--- config.mk ---
export PLATFORM = sky130hd
export DESIGN_NAME = snake_dir_ctrl_flat
export DESIGN_NICKNAME = d
export VERILOG_FILES = /design/src/rtl/snake_dir_pkg.sv /design/src/rtl/snake_dir_ctrl_if.sv /design/src/rtl/dir_btn_debounce.sv /design/src/rtl/snake_dir_ctrl.sv /design/src/flat_wrapper.sv
export SDC_FILE = /design/constraint.sdc
export NUM_CORES = 1
export LEC_CHECK = 0
export CORE_MARGIN = 2
export CORE_UTILIZATION = 56
export DETAILED_ROUTE_END_ITERATION = 16
export PLACE_DENSITY_LB_ADDON = 0.12
export SLEW_MARGIN = 30
export SYNTH_ARGS = -nofsm -noshare
export SYNTH_HDL_FRONTEND = slang
export SYNTH_SLANG_ARGS = --single-unit
--- constraint.sdc ---
create_clock -name clk -period 2.85 [get_ports clk]
set_input_delay 0.285 -clock clk [delete_from_list [all_inputs] [get_ports clk]]
set_output_delay 0.285 -clock clk [all_outputs]
set_load 0.02 [all_outputs]
--- src/rtl/snake_dir_pkg.sv ---
// rtl/snake_dir_pkg.sv - direction codes and helper functions shared by the snake direction controller
package snake_dir_pkg;

   localparam int DIR_W = 3;

   localparam logic [DIR_W-1:0] DIR_LEFT  = 3'b001;
   localparam logic [DIR_W-1:0] DIR_RIGHT = 3'b010;
   localparam logic [DIR_W-1:0] DIR_UP    = 3'b011;
   localparam logic [DIR_W-1:0] DIR_DOWN  = 3'b100;

   // Heading that would make the snake run back into itself; 000 for non-direction codes
   function automatic logic [DIR_W-1:0] dir_opposite(input logic [DIR_W-1:0] code);
      case (code)
         DIR_LEFT:  return DIR_RIGHT;
         DIR_RIGHT: return DIR_LEFT;
         DIR_UP:    return DIR_DOWN;
         DIR_DOWN:  return DIR_UP;
         default:   return 3'b000;
      endcase
   endfunction

   function automatic logic dir_valid(input logic [DIR_W-1:0] code);
      return (code == DIR_LEFT) || (code == DIR_RIGHT) ||
             (code == DIR_UP)   || (code == DIR_DOWN);
   endfunction

endpackage

--- src/rtl/snake_dir_ctrl_if.sv ---
// rtl/snake_dir_ctrl_if.sv - button pins, game tick and per-player heading outputs
interface snake_dir_ctrl_if #(
   parameter int NUM_PLAYERS = 2
);
   import snake_dir_pkg::*;

   logic [NUM_PLAYERS-1:0]       btn_l;
   logic [NUM_PLAYERS-1:0]       btn_r;
   logic [NUM_PLAYERS-1:0]       btn_u;
   logic [NUM_PLAYERS-1:0]       btn_d;
   logic                         tick;
   logic [DIR_W*NUM_PLAYERS-1:0] direction;
   logic [NUM_PLAYERS-1:0]       dir_changed;
   logic [NUM_PLAYERS-1:0]       turn_drop;

   // Board / game side: drives pins and tick, consumes headings
   modport master (
      output btn_l, btn_r, btn_u, btn_d, tick,
      input  direction, dir_changed, turn_drop
   );

   // Controller side
   modport slave (
      input  btn_l, btn_r, btn_u, btn_d, tick,
      output direction, dir_changed, turn_drop
   );

endinterface

--- src/rtl/dir_btn_debounce.sv ---
// rtl/dir_btn_debounce.sv - one button: 2-flop sync, optional debounce (DIR_CTRL_DEBOUNCE_EN), press edge detect
module dir_btn_debounce #(
   parameter int DEB_CYCLES = 16
) (
   input  logic clk,
   input  logic rst_n,
   input  logic btn,
   output logic press
);

   logic sync1;
   logic s;
   logic b;
   logic b_prev;

   // Two-flop synchroniser for the raw asynchronous pin
   always_ff @(posedge clk or negedge rst_n) begin
      if (!rst_n) begin
         sync1 <= 1'b0;
         s     <= 1'b0;
      end else begin
         sync1 <= btn;
         s     <= sync1;
      end
   end

`ifdef DIR_CTRL_DEBOUNCE_EN
   localparam int CNT_W = $clog2(DEB_CYCLES + 1);

   logic [CNT_W-1:0] cnt;

   // b follows s only after s has disagreed with it for DEB_CYCLES cycles in a row
   always_ff @(posedge clk or negedge rst_n) begin
      if (!rst_n) begin
         cnt <= '0;
         b   <= 1'b0;
      end else if (s == b) begin
         cnt <= '0;
      end else if (cnt == CNT_W'(DEB_CYCLES - 1)) begin
         cnt <= '0;
         b   <= s;
      end else begin
         cnt <= cnt + 1'b1;
      end
   end
`else
   logic deb_unused;

   assign deb_unused = (DEB_CYCLES > 0);
   assign b          = s;
`endif

   // Previous debounced level for rising-edge detection
   always_ff @(posedge clk or negedge rst_n) begin
      if (!rst_n) begin
         b_prev <= 1'b0;
      end else begin
         b_prev <= b;
      end
   end

   assign press = b & ~b_prev;

endmodule

--- src/rtl/snake_dir_ctrl.sv ---
// rtl/snake_dir_ctrl.sv - per-player turn filter, pending-turn queue and tick-driven heading update (debounce: DIR_CTRL_DEBOUNCE_EN)
module snake_dir_ctrl
   import snake_dir_pkg::*;
#(
   parameter int               NUM_PLAYERS = 2,
   parameter int               QDEPTH      = 2,
   parameter int               DEB_CYCLES  = 16,
   parameter logic [DIR_W-1:0] INIT_DIR    = 3'b010
) (
   input  logic            clk,
   input  logic            rst_n,
   snake_dir_ctrl_if.slave bus
);

   localparam int PW = (QDEPTH > 1) ? $clog2(QDEPTH) : 1;
   localparam int CW = $clog2(QDEPTH + 1);

   logic [DIR_W*NUM_PLAYERS-1:0] dir_all;
   logic [NUM_PLAYERS-1:0]       chg_all;
   logic [NUM_PLAYERS-1:0]       drop_all;

   function automatic logic [PW-1:0] ptr_inc(input logic [PW-1:0] ptr);
      return (ptr == PW'(QDEPTH - 1)) ? '0 : ptr + 1'b1;
   endfunction

   for (genvar p = 0; p < NUM_PLAYERS; p++) begin : g_player
      logic [3:0]       raw;
      logic [3:0]       press;
      logic [DIR_W-1:0] cand;
      logic             cand_vld;
      logic [DIR_W-1:0] q_mem [QDEPTH];
      logic [PW-1:0]    rd_ptr;
      logic [PW-1:0]    wr_ptr;
      logic [PW-1:0]    tail_idx;
      logic [CW-1:0]    count;
      logic [DIR_W-1:0] dir_q;
      logic             chg_q;
      logic             drop_q;
      logic [DIR_W-1:0] ref_dir;
      logic             accept;
      logic             full;
      logic             pop;
      logic             push;
      logic             drop;

      assign raw = {bus.btn_d[p], bus.btn_u[p], bus.btn_r[p], bus.btn_l[p]};

      for (genvar b = 0; b < 4; b++) begin : g_btn
         dir_btn_debounce #(
            .DEB_CYCLES(DEB_CYCLES)
         ) u_deb (
            .clk  (clk),
            .rst_n(rst_n),
            .btn  (raw[b]),
            .press(press[b])
         );
      end

      // One candidate per cycle: left > right > up > down
      always_comb begin
         cand     = '0;
         cand_vld = 1'b0;
         if (press[0]) begin
            cand     = DIR_LEFT;
            cand_vld = 1'b1;
         end else if (press[1]) begin
            cand     = DIR_RIGHT;
            cand_vld = 1'b1;
         end else if (press[2]) begin
            cand     = DIR_UP;
            cand_vld = 1'b1;
         end else if (press[3]) begin
            cand     = DIR_DOWN;
            cand_vld = 1'b1;
         end
      end

      // Turns are judged against the last queued heading so a chain of turns stays legal
      always_comb begin
         tail_idx = (wr_ptr == '0) ? PW'(QDEPTH - 1) : wr_ptr - 1'b1;
         ref_dir  = (count != '0) ? q_mem[tail_idx] : dir_q;
         accept   = cand_vld && dir_valid(cand) && (cand != ref_dir) &&
                    (cand != dir_opposite(ref_dir));
         full     = (count == CW'(QDEPTH));
         pop      = bus.tick && (count != '0);
         push     = accept && (!full || pop);
         drop     = accept && full && !pop;
      end

      // Queue storage; contents are don't-care while count says empty
      always_ff @(posedge clk) begin
         if (push) begin
            q_mem[wr_ptr] <= cand;
         end
      end

      // Queue pointers, heading register and the one-cycle status pulses
      always_ff @(posedge clk or negedge rst_n) begin
         if (!rst_n) begin
            rd_ptr <= '0;
            wr_ptr <= '0;
            count  <= '0;
            dir_q  <= INIT_DIR;
            chg_q  <= 1'b0;
            drop_q <= 1'b0;
         end else begin
            chg_q  <= pop;
            drop_q <= drop;
            if (pop) begin
               dir_q  <= q_mem[rd_ptr];
               rd_ptr <= ptr_inc(rd_ptr);
            end
            if (push) begin
               wr_ptr <= ptr_inc(wr_ptr);
            end
            if (push && !pop) begin
               count <= count + 1'b1;
            end else if (pop && !push) begin
               count <= count - 1'b1;
            end
         end
      end

      assign dir_all[DIR_W*p +: DIR_W] = dir_q;
      assign chg_all[p]                = chg_q;
      assign drop_all[p]               = drop_q;
   end

   assign bus.direction   = dir_all;
   assign bus.dir_changed = chg_all;
   assign bus.turn_drop   = drop_all;

endmodule

--- src/flat_wrapper.sv ---
// flat-port wrapper written by rule: the top's interface ports become plain ports
module snake_dir_ctrl_flat import snake_dir_pkg::*;
#(
   parameter int               NUM_PLAYERS = 2,
   parameter int               QDEPTH      = 2,
   parameter int               DEB_CYCLES  = 16,
   parameter logic [DIR_W-1:0] INIT_DIR    = 3'b010
)
  (clk, rst_n, bus_btn_l, bus_btn_r, bus_btn_u, bus_btn_d, bus_tick, bus_direction, bus_dir_changed, bus_turn_drop);
  snake_dir_ctrl_if #(.NUM_PLAYERS(NUM_PLAYERS)) bus_i ();
  input  logic clk;
  input  logic rst_n;
  input wire logic [$bits(bus_i.btn_l)-1:0] bus_btn_l;
  input wire logic [$bits(bus_i.btn_r)-1:0] bus_btn_r;
  input wire logic [$bits(bus_i.btn_u)-1:0] bus_btn_u;
  input wire logic [$bits(bus_i.btn_d)-1:0] bus_btn_d;
  input wire logic [$bits(bus_i.tick)-1:0] bus_tick;
  output wire logic [$bits(bus_i.direction)-1:0] bus_direction;
  output wire logic [$bits(bus_i.dir_changed)-1:0] bus_dir_changed;
  output wire logic [$bits(bus_i.turn_drop)-1:0] bus_turn_drop;
  assign bus_i.btn_l = bus_btn_l;
  assign bus_i.btn_r = bus_btn_r;
  assign bus_i.btn_u = bus_btn_u;
  assign bus_i.btn_d = bus_btn_d;
  assign bus_i.tick = bus_tick;
  assign bus_direction = bus_i.direction;
  assign bus_dir_changed = bus_i.dir_changed;
  assign bus_turn_drop = bus_i.turn_drop;
  snake_dir_ctrl #(.NUM_PLAYERS(NUM_PLAYERS), .QDEPTH(QDEPTH), .DEB_CYCLES(DEB_CYCLES), .INIT_DIR(INIT_DIR)) u_core (.clk(clk), .rst_n(rst_n), .bus(bus_i));
endmodule
Yosys cells after proc, flatten, opt, wreduce, memory -nomap -nowiden

Memories as Yosys holds them, arrays and structs flattened. A register that Yosys moved wholly into a read port is not among the register bits.
Index checks and enable logic that the tools add are counted.

Multiplexer cells: 34
Reduce and logical (&&, ||, !) cells: 38
Eq/ne operators: 22
Order comparisons: 0
Divide/modulo/power cells: 0
Multipliers: 0
Shift operators: 0
Bitwise operators: 16
Add/sub/neg operators: 10

Operator list:

| kind                  | number |
|---|---|
| $mux W3               | 10 |
| $eq A3 B2 Y1 const B  | 8 |
| $pmux W3 S4           | 2 |
| $logic_and A1 B1 Y1   | 18 |
| $mux W1               | 18 |
| $eq A3 B1 Y1 const B  | 4 |
| $eq A3 B3 Y1 const B  | 4 |
| $ne A3 B3 Y1          | 4 |
| $and A1 B1 Y1         | 8 |
| $logic_not A1 Y1      | 8 |
| $logic_or A1 B1 Y1    | 8 |
| $mux W2               | 4 |
| $not A1 Y1            | 8 |
| $reduce_bool A2 Y1    | 4 |
| $add A1 B1 Y1 const B | 4 |
| $add A2 B1 Y2 const B | 2 |
| $eq A2 B2 Y1 const B  | 2 |
| $sub A2 B1 Y2 const B | 2 |
| $sub A1 B1 Y1 const B | 2 |

Memories kept: 2
Bits of input ports: 11
Memory bits (writable): 12
Bits in latches: 0
Word-level logic and storage cells: 156
Output and inout port bits: 10
Bits in read-only memories: 0
Flip-flop bits (word level): 36

Memories:

| memory                   | words | bits a word | rd ports | clocked after Yosys merged registers in | wr ports | line                 | source |
|---|---|---|---|---|---|---|---|
| u_core.g_player[0].q_mem | 2     | 3           | 2        | 1                                       | 1        | snake_dir_ctrl.sv:31 | `logic [DIR_W-1:0] q_mem [QDEPTH];` |
| u_core.g_player[1].q_mem | 2     | 3           | 2        | 1                                       | 1        | snake_dir_ctrl.sv:31 |  |

Depth between registers and ports, before layout

Word-level depth: 18
Mapped depth: 9
Gate-level depth less buffers: 8

Hierarchy

Synthesis repeated with hierarchy kept, for this count alone.

Cells, all modules: 186
Area total of the unflattened synthesis: 2388.5 µm²

Modules (own cells, without submodules):

| module           | area each (µm²) | sequential area each (µm²) | cells an instance | instances |
|---|---|---|---|---|
| snake_dir_ctrl   | 1677.9          | 813.3                      | 154               | 1 |
| dir_btn_debounce | 88.8            | 75.1                       | 4                 | 8 |

Worst setup path after synthesis

Ideal clock, no wire load.

Kind: register to register
Start point: register u_core.g_player[0].wr_ptr
End point: register u_core.g_player[0].count[1]
Arrival time: 1932 ps
Required time: 2771 ps
Buffers on the path: 1
Setup slack: 838 ps
Library setup time: 79 ps
Period minus slack after synthesis: 2012 ps
Cell stages (with the launch flop): 9
Path through: dfrtp_1 buf_6 mux2_4 or4_4 nand4_2 a21oi_2 ha_1 nor2_1 xor2_1

Longest elaborated chain between the ends: 12
Elaborated cells between the ends (all ways): 19
Classes of those cells: add/sub: 1; eq/ne: 6; mux: 4; reduce/logical: 7; memory: 1

RTL lines:

| item                                       | line                  | source |
|---|---|---|
| start, declared                            | snake_dir_ctrl.sv:33  | `logic [PW-1:0] wr_ptr;` |
| start signal, assigned                     | snake_dir_ctrl.sv:114 | `wr_ptr <= ptr_inc(wr_ptr);` |
| $sub A1 B1 Y1                              | snake_dir_ctrl.sv:80  | `tail_idx = (wr_ptr == '0) ? PW'(QDEPTH - 1) : wr_ptr - 1'b1;` |
| $mux W1 *                                  | snake_dir_ctrl.sv:80  |  |
| $mem_v2 Z2 W3 *                            | --                    |  |
| $mux W3 *                                  | snake_dir_ctrl.sv:81  | `ref_dir = (count != '0) ? q_mem[tail_idx] : dir_q;` |
| $eq A3 B3 Y1, or another cell as far along | snake_dir_pkg.sv:13   | `case (code)` |
| $pmux W3 S4                                | snake_dir_pkg.sv:13   |  |
| $ne A3 B3 Y1                               | snake_dir_ctrl.sv:83  | `(cand != dir_opposite(ref_dir));` |
| $logic_and A1 B1 Y1 *                      | snake_dir_ctrl.sv:82  | `accept = cand_vld && dir_valid(cand) && (cand != ref_dir) &&` |
| $logic_and A1 B1 Y1 *                      | snake_dir_ctrl.sv:86  | `push = accept && (!full \|\| pop);` |
| $logic_not A1 Y1                           | snake_dir_ctrl.sv:118 | `end else if (pop && !push) begin` |
| $logic_and A1 B1 Y1                        | snake_dir_ctrl.sv:118 |  |
| $reduce_bool A2 Y1 (no source line)        | --                    |  |
| end signal, assigned                       | snake_dir_ctrl.sv:117 | `count <= count + 1'b1;` |
| end signal, assigned                       | snake_dir_ctrl.sv:119 | `count <= count - 1'b1;` |
| end, declared                              | snake_dir_ctrl.sv:35  | `logic [CW-1:0] count;` |

Every way passes the cells marked *; elsewhere a longest branch is shown, timed or not.
A chain may end at the register's enable or synchronous reset.

Worst setup path in the final report

Start point: register u_core.g_player[1].count[0]
End point: register u_core.g_player[1].count[1]

Longest elaborated chain between the ends: 10
Elaborated cells between the ends (all ways): 25
Classes of those cells: add/sub: 2; eq/ne: 7; mux: 4; reduce/logical: 12

RTL lines:

| item                                       | line |
|---|---|
| start, declared                            | snake_dir_ctrl.sv:35 |
| start signal, assigned                     | snake_dir_ctrl.sv:117 |
| start signal, assigned                     | snake_dir_ctrl.sv:119 |
| $reduce_bool A2 Y1                         | snake_dir_ctrl.sv:81, snake_dir_ctrl.sv:85 |
| $mux W3                                    | snake_dir_ctrl.sv:81 |
| $eq A3 B3 Y1, or another cell as far along | snake_dir_pkg.sv:13 |
| $pmux W3 S4                                | snake_dir_pkg.sv:13 |
| $ne A3 B3 Y1                               | snake_dir_ctrl.sv:83 |
| $logic_and A1 B1 Y1                        | snake_dir_ctrl.sv:82 |
| $logic_and A1 B1 Y1                        | snake_dir_ctrl.sv:86 |
| $logic_not A1 Y1                           | snake_dir_ctrl.sv:118 |
| $logic_and A1 B1 Y1                        | snake_dir_ctrl.sv:118 |
| $reduce_bool A2 Y1 (no source line)        | -- |

Parallel ways exist; a longest one is shown, timed or not. The select of a mux whose other input is x is not followed.

==> summary.txt <==
Synth
  • Synth Instances: 163
  • Register area share after synthesis: 64.1%
  • EDFF count, synth: 12
  • Yosys reg bits: 54
  • Most instantiated library cell after synthesis: sky130_fd_sc_hd__dfrtp_1
  • Post-synthesis net count: 176
  • YS warnings: 0
  • Post-synth design cell area: 2210 sq um
  • Post-synth top flop: sky130_fd_sc_hd__dfrtp_1
  • Portion of synthesized cell area occupied by the leading cell type: 45.4%
  • Commonest cells in the netlist: sky130_fd_sc_hd__dfrtp_1 (40), sky130_fd_sc_hd__edfxtp_1 (12), sky130_fd_sc_hd__mux2i_1 (10), sky130_fd_sc_hd__xnor2_1 (10), sky130_fd_sc_hd__nand2_1 (9)
  • Syn_area_per_cell: 13.5 sq um
  • Fraction of synthesis flops using an asynchronous set or reset pin: 77.8%
  • Top post-synthesis cells by area: sky130_fd_sc_hd__dfrtp_1 (45%), sky130_fd_sc_hd__edfxtp_1 (16%), sky130_fd_sc_hd__mux2i_1 (4.5%), sky130_fd_sc_hd__xnor2_1 (4.0%), sky130_fd_sc_hd__dfstp_2 (2.4%)
  • Netlist cell types: 40
  • Dominant cell type by area after synthesis: sky130_fd_sc_hd__dfrtp_1

Power
  • PnR Total Power: 2.58 mW
  • Peak VDD IR: 0.000571 V
  • Power density cells: 1020 nW/um^2
  • Reported leakage power: 1.04 nW

Timing
  • Final slew viol count: 0
  • Minimum setup slack in the final design: 611 ps
  • Top achievable clock speed: 447 MHz
  • Final hold slack: 354 ps
  • Least-Margin Pin Slew: 500 ps
  • Skew final: 8.77 ps
  • Final total negative setup slack: 0 ps
  • Final number of setup-violating endpoints: 0
  • Final period utilization: 78.6%
  • RSZ-0062 raised after global routing: no
  • Number of hold violations in the final report: 0
  • Rel. slew slack: 66.6%
  • Final Critical Period: 2240 ps

Placed design
  • Post-DP Area: 2410 sq um
  • Worst slack at placement: 732 ps
  • Cell count after placement: 223
  • GPL Wtd Cong: 0.852
  • Total of buffers placed on input and output ports: 20
  • Post-detailed-placement half-perimeter wirelength: 2.31 mm

Drt
  • Number of antenna-violating nets in the routed design: 0
  • Routed WL: 3.30 mm
  • Starting DRT DRC Count: 81
  • Post-DR wirelength/cell: 14.2 microns
  • TritonRoute pass-1 iters: 4
  • Residual DRC count: 0
  • DR vias: 1244
  • Via-per-instance ratio: 5.36

Clock tree
  • Total number of clock tree sinks: 54
  • CTS Buffer Depth: 2
  • TritonCTS clock tree: yes
  • Buffer type at the clock tree root: sky130_fd_sc_hd__clkbuf_8
  • Clock buffers created by TritonCTS: 5
  • Clock latency reported for the late side of the worst-skew pair: 290 ps
  • CTS clock-pin slew for the worst setup and hold paths: 90 ps
  • H-tree levels: 2

Final layout
  • Reg area: 1410 sq um
  • Area occupied by multi-input gates: 723 sq um
  • Final nets: 196
  • Finished layout cell area: 2540 sq um
  • Fraction of layout instances using a drive strength above 1: 10.3%
  • Final core utilization: 68.2%
  • Final-layout fill cell count: 264
  • Non-filler cells, final: 232
  • Area growth from synthesis to final layout: 15.0%
  • Antenna diode instance count: 0

Global route
  • Global-route congestion overflow total: 0
  • Global-route wire length before repair: 5.86 mm
  • Vias in the first global route: 1300
  • Initial antenna violation count: 0
  • Maximum number of pins on one net before global-route repair: 43
  • Total track usage: 18.0%

Min path
  • Worst Hold Class: flip-flop to flip-flop
  • Hold-critical path endpoint: u_core.g_player[1].g_btn[2].u_deb.b
  • Startpoint of the most critical hold path: u_core.g_player[1].g_btn[2].u_deb.sync1
  • WHS Path Cells: 0

Die
  • Die area: 4460 sq um
  • Floorplan die height: 66.8 microns
  • Number of standard-cell rows in the floorplan: 22
  • Die width: 66.8 microns
  • Initial core utilization: 59.4%
  • I/O pin count: 21
  • Core region area: 3720 sq um

Critical path
  • Biggest fanout along the worst timing path: 5
  • FF-to-FF End: u_core.g_player[1].count[1]
  • Register-to-register path setup slack: 610 ps
  • Signal arrival time at the worst endpoint: 2420 ps
  • Kind of capture point of the worst setup path: flip-flop
  • Type of the setup path with the least slack: flip-flop to flip-flop
  • Cell depth of the worst flop-to-flop path: 8
  • R2r startpoint: u_core.g_player[1].count[0]
  • Required time of the critical path: 3030 ps
  • Kind of start point of the critical path: flip-flop

Outcome
  • Run status: finished clean

Flow run
  • Number of max-capacitance violations reported: 0
timing repair:
action,4_1_cts,5_1_grt
endpoints found under the hold margin,0,40
hold buffers,0,1
resized for setup,0,0
setup buffers,0,0
critical path, stage by stage (launching register included):
cell,delay [ps]
sky130_fd_sc_hd__dfrtp_1,460
sky130_fd_sc_hd__nor2_1,270
sky130_fd_sc_hd__nor4_1,100
sky130_fd_sc_hd__or3_1,410
sky130_fd_sc_hd__a21boi_2,230
sky130_fd_sc_hd__ha_1,200
sky130_fd_sc_hd__xor2_1,210
sky130_fd_sc_hd__nor2_1,90
sky130_fd_sc_hd__xor2_1,140
worst max-delay path by stage:
stage / start / endpoint / cells past startpoint
6_report: u_core.g_player[1].count[0] / u_core.g_player[1].count[1] / 8
5_1_grt: u_core.g_player[1].count[0] / u_core.g_player[1].count[1] / 8
4_1_cts: u_core.g_player[1].count[0] / u_core.g_player[1].count[1] / 8
3_5_place_dp: u_core.g_player[0].wr_ptr / u_core.g_player[0].count[1] / 7
3_3_place_gp: u_core.g_player[0].wr_ptr / u_core.g_player[0].count[1] / 7
2_1_floorplan: u_core.g_player[0].wr_ptr / u_core.g_player[0].count[1] / 8
routing by layer:
layer	share of wire, %	GRT usage (%)	vias up	wire, microns
met1	46	23.1	599	1500
met2	49	28.6	34	1600
met3	5.0	6.08	4	165
li1	-	-	607	-
met5	0	0	-	0
met4	0.88	6.12	0	29
cells by family (layout without fill, tap and decap cells):
kind of cell / count (synthesis) / in the layout / share of synthesized area [%]
buffers and inverters: 12 / 33 / 3.12
XOR/XNOR: 16 / 16 / 6.35
flip-flops: 54 / 54 / 64.1
AO/OA/AOI/OAI: 20 / 20 / 5.90
multiplexers: 12 / 12 / 5.73
adder cells (fa/ha/maj): 2 / 2 / 1.13
AND/OR/NAND/NOR: 47 / 47 / 13.7
cell type report:
| cell class | instances | area share, % |
|---|---|---|
| clock buffers | 7 | 3.40 |
| clock inverters | 1 | 1.18 |
| inverters | 4 | 0.592 |
| multi-input cells | 97 | 28.5 |
| flip-flops and latches | 54 | 55.7 |
| well taps | 48 | 2.37 |
| repair buffers | 21 | 8.19 |
cells in the final DEF (no fill, tap or decap), drive strengths merged, types with 3 or more instances in the layout:
cell / netlist / final
dfrtp: 40 / 40
clkdlybuf4s50: 0 / 19
edfxtp: 12 / 12
xnor2: 10 / 10
mux2i: 10 / 10
nand2: 9 / 9
o21ai: 8 / 8
clkbuf: 0 / 7
xor2: 6 / 6
nor2b: 5 / 5
nor2: 5 / 5
nor4b: 4 / 4
inv: 4 / 4
a21oi: 4 / 4
nor4: 3 / 3
nor3b: 3 / 3
nand4: 3 / 3
power by group:
part           internal (mW)  leakage (nW)  switching, mW
registers               1.01         0.609          0.218
clock network          0.286        0.0585          0.220
logic                  0.431         0.373          0.414
sequential cells by signal, indices dropped and copies added (netlist names):
register                            cells
u_core.g_player.dir_q                   6
u_core.g_player.g_btn.u_deb.sync1       8
u_core.g_player.rd_ptr                  2
u_core.g_player.g_btn.u_deb.b           8
u_core.g_player.wr_ptr                  2
u_core.g_player.g_btn.u_deb.b_prev      8
u_core.g_player.q_mem                  12
u_core.g_player.count                   4
u_core.g_player.drop_q                  2
u_core.g_player.chg_q                   2
Note: power is estimated with default switching activity, not from simulation.
==> edit 1: new RTL, same settings <==
`DIR_W`: 3 -> 4.
--- a/src/rtl/snake_dir_pkg.sv
+++ b/src/rtl/snake_dir_pkg.sv
@@ -3,3 +3,3 @@
 
-   localparam int DIR_W = 3;
+   localparam int DIR_W = 4;
 
Ports: changed (resized bus_direction); port bits go from 21 to 23. The function was not compared with the original's and may differ.
==> edit 1 against the unedited design <==
- final cell count up 7.8%
- sequential share of layout area down 1.4 points
- via count up 11%
- clock power up 13%
- wire length up 9.4%
- sequential cell count unchanged
- design area up 2.6%
- total power up 6.9%
- worst hold slack about the same
- non-clock buffer count unchanged
- synthesized area up 2.6%
- clock skew up 0.0025 ns
- first-iteration DRC count up 58%
- setup slack worse by 0.22 ns
==> edit 1: results <==
{
  "num_vias": 1376,
  "drive_gt1_share_pct": 7.00,
  "gr-usage-all-layers_pct": 18.0,
  "synthTopCellsByArea": "dfrtp_1, edfxtp_1, mux2i_1",
  "critPathTopFamily": "flip-flops",
  "seq_area_frac_synth_pct": 62.5,
  "p_leak_uw": 0.00110,
  "holdWs_ns": 0.354,
  "reg2reg_from": "u_core.g_player[1].wr_ptr",
  "combinationalPowerShare_pct": 34.8,
  "route.met2.wl_mm": 1.71,
  "grt_pass1_wl_mm": 5.93,
  "hold_end": "u_core.g_player[1].g_btn[0].u_deb.b",
  "finClkSkew_ns": 0.0113,
  "critical_path_arrival_ns": 2.69,
  "met1_length_mm": 1.65,
  "slowest_delay_ns": 0.57,
  "grt_pass1_vias": 1305,
  "via_per_inst": 5.50,
  "status": "completed",
  "yosysUniqueCellTypes": 46,
  "crit_fanout": 10,
  "power_frac_seq_pct": 44.5,
  "ys_top_cells_by_count": "dfrtp_1, nand2_1, edfxtp_1, nor2_1, o21ai_0",
  "dp_hpwl_mm": 2.61,
  "routed-wl-met3_microns": 188,
  "gr-usage-met3_pct": 4.50,
  "post_drt_wl_per_cell_microns": 14.4,
  "placed_cell_area_sq_um": 2450,
  "slew_headroom_pct": 61.5,
  "use_met1_pct": 23.5,
  "vdd_drop_max_mv": 0.522,
  "place_inst": 241,
  "min-delay-start": "u_core.g_player[1].g_btn[0].u_deb.sync1",
  "grtUsageMet2_pct": 28.6
}
[edit 1: cell count changes in the layout (fill, tap and decap cells not counted), sizes merged, moves of 3 or more]
| cell | before | now |
|---|---|---|
| nor2 | 5 | 12 |
| xnor2 | 10 | 5 |
| nand2 | 9 | 14 |
| nand3 | 0 | 3 |
| nand3b | 0 | 3 |
| nor4 | 3 | 0 |
| nand2b | 2 | 6 |
| nor3 | 0 | 3 |
[edit 1: cell type report]
class | count | area, sq um
flip-flops and latches | 54 | 1410
fillers | 291 | 1340
multi-input cells | 114 | 768
repair buffers | 21 | 208
clock buffers | 7 | 108
well taps | 50 | 62.6
clock inverters | 1 | 30.0
inverters | 3 | 11.3
[edit 1: kinds of logic after synthesis]
group,count (synthesis),share of synthesized area [%]
adder cells (fa/ha/maj),2,1.11
XOR/XNOR,12,4.65
buffers and inverters,14,3.71
AO/OA/AOI/OAI,26,8.24
other,1,0.166
flip-flops,54,62.5
multiplexers,10,4.70
AND/OR/NAND/NOR,62,14.9
==> edit 2: new RTL, config.mk and constraints unchanged <==
Without the edit above. The option `DIR_CTRL_DEBOUNCE_EN` is turned on by a define.
--- a/src/rtl/dir_btn_debounce.sv
+++ b/src/rtl/dir_btn_debounce.sv
@@ -1,2 +1,4 @@
 // rtl/dir_btn_debounce.sv - one button: 2-flop sync, optional debounce (DIR_CTRL_DEBOUNCE_EN), press edge detect
+`define DIR_CTRL_DEBOUNCE_EN
+
 module dir_btn_debounce #(
Behaviour: not the same (Yosys sat finds a counterexample within 10 cycles, from zero or initial values and one cycle with rst_n low).
==> edit 2 against the unedited design <==
- count of clock-buffer cells in the layout increased by 3
- final cell count is 100% higher
- critical path depth is 2 higher
- synthesized cell count grew 110%
- design area grew 87%
- wire length increased by 78%
- synthesized area increased by 93%
- total power grew 26%
- clock power increased by 65%
- sequential cell count is 48 higher
- setup slack worse by 0.36 ns
- sequential share of layout area fell by 0.57 points
- largest power group unchanged
==> edit 2: results <==
{
  "status": "completed",
  "synthMuxAreaShare_pct": 6.48,
  "grtUsageMet2_pct": 24.4,
  "grt_pass1_vias": 2340,
  "fillCellCount": 549,
  "portBuffers": 20,
  "cts.path.max_buffers": 2,
  "vdd_drop_max_mv": 0.354,
  "dp_hpwl_mm": 3.99,
  "post_drt_wl_per_cell_microns": 12.5,
  "synthAdderAreaFrac_pct": 2.93,
  "reg2reg_slack_ns": 0.26,
  "fin_nets": 385,
  "clkTransAtPathRegs_ns": 0.10,
  "gp_congestion": 0.767,
  "swShare_pct": 29.5,
  "clk_latency_ns": 0.37,
  "via_per_inst": 5.02,
  "synth_xor_area_share_pct": 7.80,
  "ys_top_cells_by_count": "dfrtp_1, nor2_1, xor2_1",
  "p_leak_uw": 0.00230,
  "holdWs_ns": 0.338,
  "yosysUniqueCellTypes": 46,
  "grt_pass1_wl_mm": 10.7,
  "top_regs": "u_core.g_player.g_btn.u_deb.cnt x40, u_core.g_player.q_mem x12",
  "gr-usage-all-layers_pct": 16.4,
  "post-place-ws_ns": 0.271,
  "crit_fanout": 6,
  "cp_slowest_cell": "dfrtp_1",
  "max_freq_mhz": 385,
  "use_met1_pct": 22.2,
  "drive_gt1_share_pct": 10.8,
  "seq_area_frac_synth_pct": 61.3,
  "htree_levels": 3,
  "synth_compound_area_share_pct": 5.16,
  "cts_buffers": 9,
  "synthTopCellsByArea": "dfrtp_1, edfxtp_1, xor2_1",
  "gr-usage-met3_pct": 5.81,
  "slowest_delay_ns": 0.50,
  "slew_headroom_pct": 59.5,
  "min_path_type": "in -> reg",
  "synthesis.nets": 361,
  "finClkSkew_ns": 0.0100,
  "async_reset_ff_share_pct": 88.2,
  "grt_max_degree": 91,
  "drt_iter0_drc": 106
}
edit 2: final cells by class:
class / instances / area, sq um / share of cell area [%]
multi-input combinational: 218 / 1550 / 32.7
inverter: 11 / 41.3 / 0.871
tap: 99 / 124 / 2.61
clock buffer: 10 / 138 / 2.90
sequential: 102 / 2620 / 55.2
clock inverter: 6 / 42.5 / 0.898
timing repair buffer: 22 / 228 / 4.80
edit 2: worst paths after layout:
path | from | end | depth (start not counted)
max in group asynchronous | rst_n | u_core.g_player[1].g_btn[3].u_deb.cnt[4] | 3
setup reg to reg | u_core.g_player[1].wr_ptr | u_core.g_player[1].count[1] | 10
hold / removal | bus_btn_u[0] | u_core.g_player[0].g_btn[2].u_deb.sync1 | 1
min in group asynchronous | rst_n | u_core.g_player[1].g_btn[2].u_deb.cnt[3] | 3
hold reg to reg | u_core.g_player[0].g_btn[2].u_deb.sync1 | u_core.g_player[0].g_btn[2].u_deb.s | 0
setup / recovery | u_core.g_player[1].wr_ptr | u_core.g_player[1].count[1] | 10
edit 2: stage by stage:
stage	cell area (sq um)	instances
after floorplan	4270	340
after global placement	4550	451
after detailed placement	4550	451
after CTS	4740	468
after global routing	4740	468
final	4740	468
edit 2: what timing repair did:
action                                  CTS  global route
hold buffers                              1             0
buffers inserted                          0             0
endpoints found under the hold margin    88             0
endpoints found under the setup margin    0             0
edit 2: cells by family (layout without fill, tap and decap cells):
group           count (synthesis)  count (layout)
flops                         102             102
simple gates                  112             112
xor+xnor                       38              38
mux                            24              24
compound gates                 34              34
fa+ha+maj                      10              10
buf+inv                        20              49
edit 2: layer usage:
| metal | vias up | routed length (microns) |
|---|---|---|
| met3 | 14 | 221 |
| met5 | - | 0 |
| met2 | 31 | 2590 |
| met4 | 0 | 127 |
| li1 | 1195 | - |
| met1 | 1108 | 2940 |
edit 2: power by group through the flow:
stage                     registers [uW]  clock network, uW  logic, uW
after floorplan                     1790                  0        447
after global placement              1800                  0        616
after detailed placement            1810                  0        634
after CTS                           1780                874        637
after global routing                1810                930        703
final                               1780                834        629
edit 2: worst max-delay path, delay by kind of cell, from the launching register on:
family / cells / cell delay, ns
mux: 3 / 0.99
flops: 1 / 0.50
xor+xnor: 2 / 0.30
compound gates: 1 / 0.24
simple gates: 2 / 0.24
fa+ha+maj: 1 / 0.20
buf+inv: 1 / 0.05
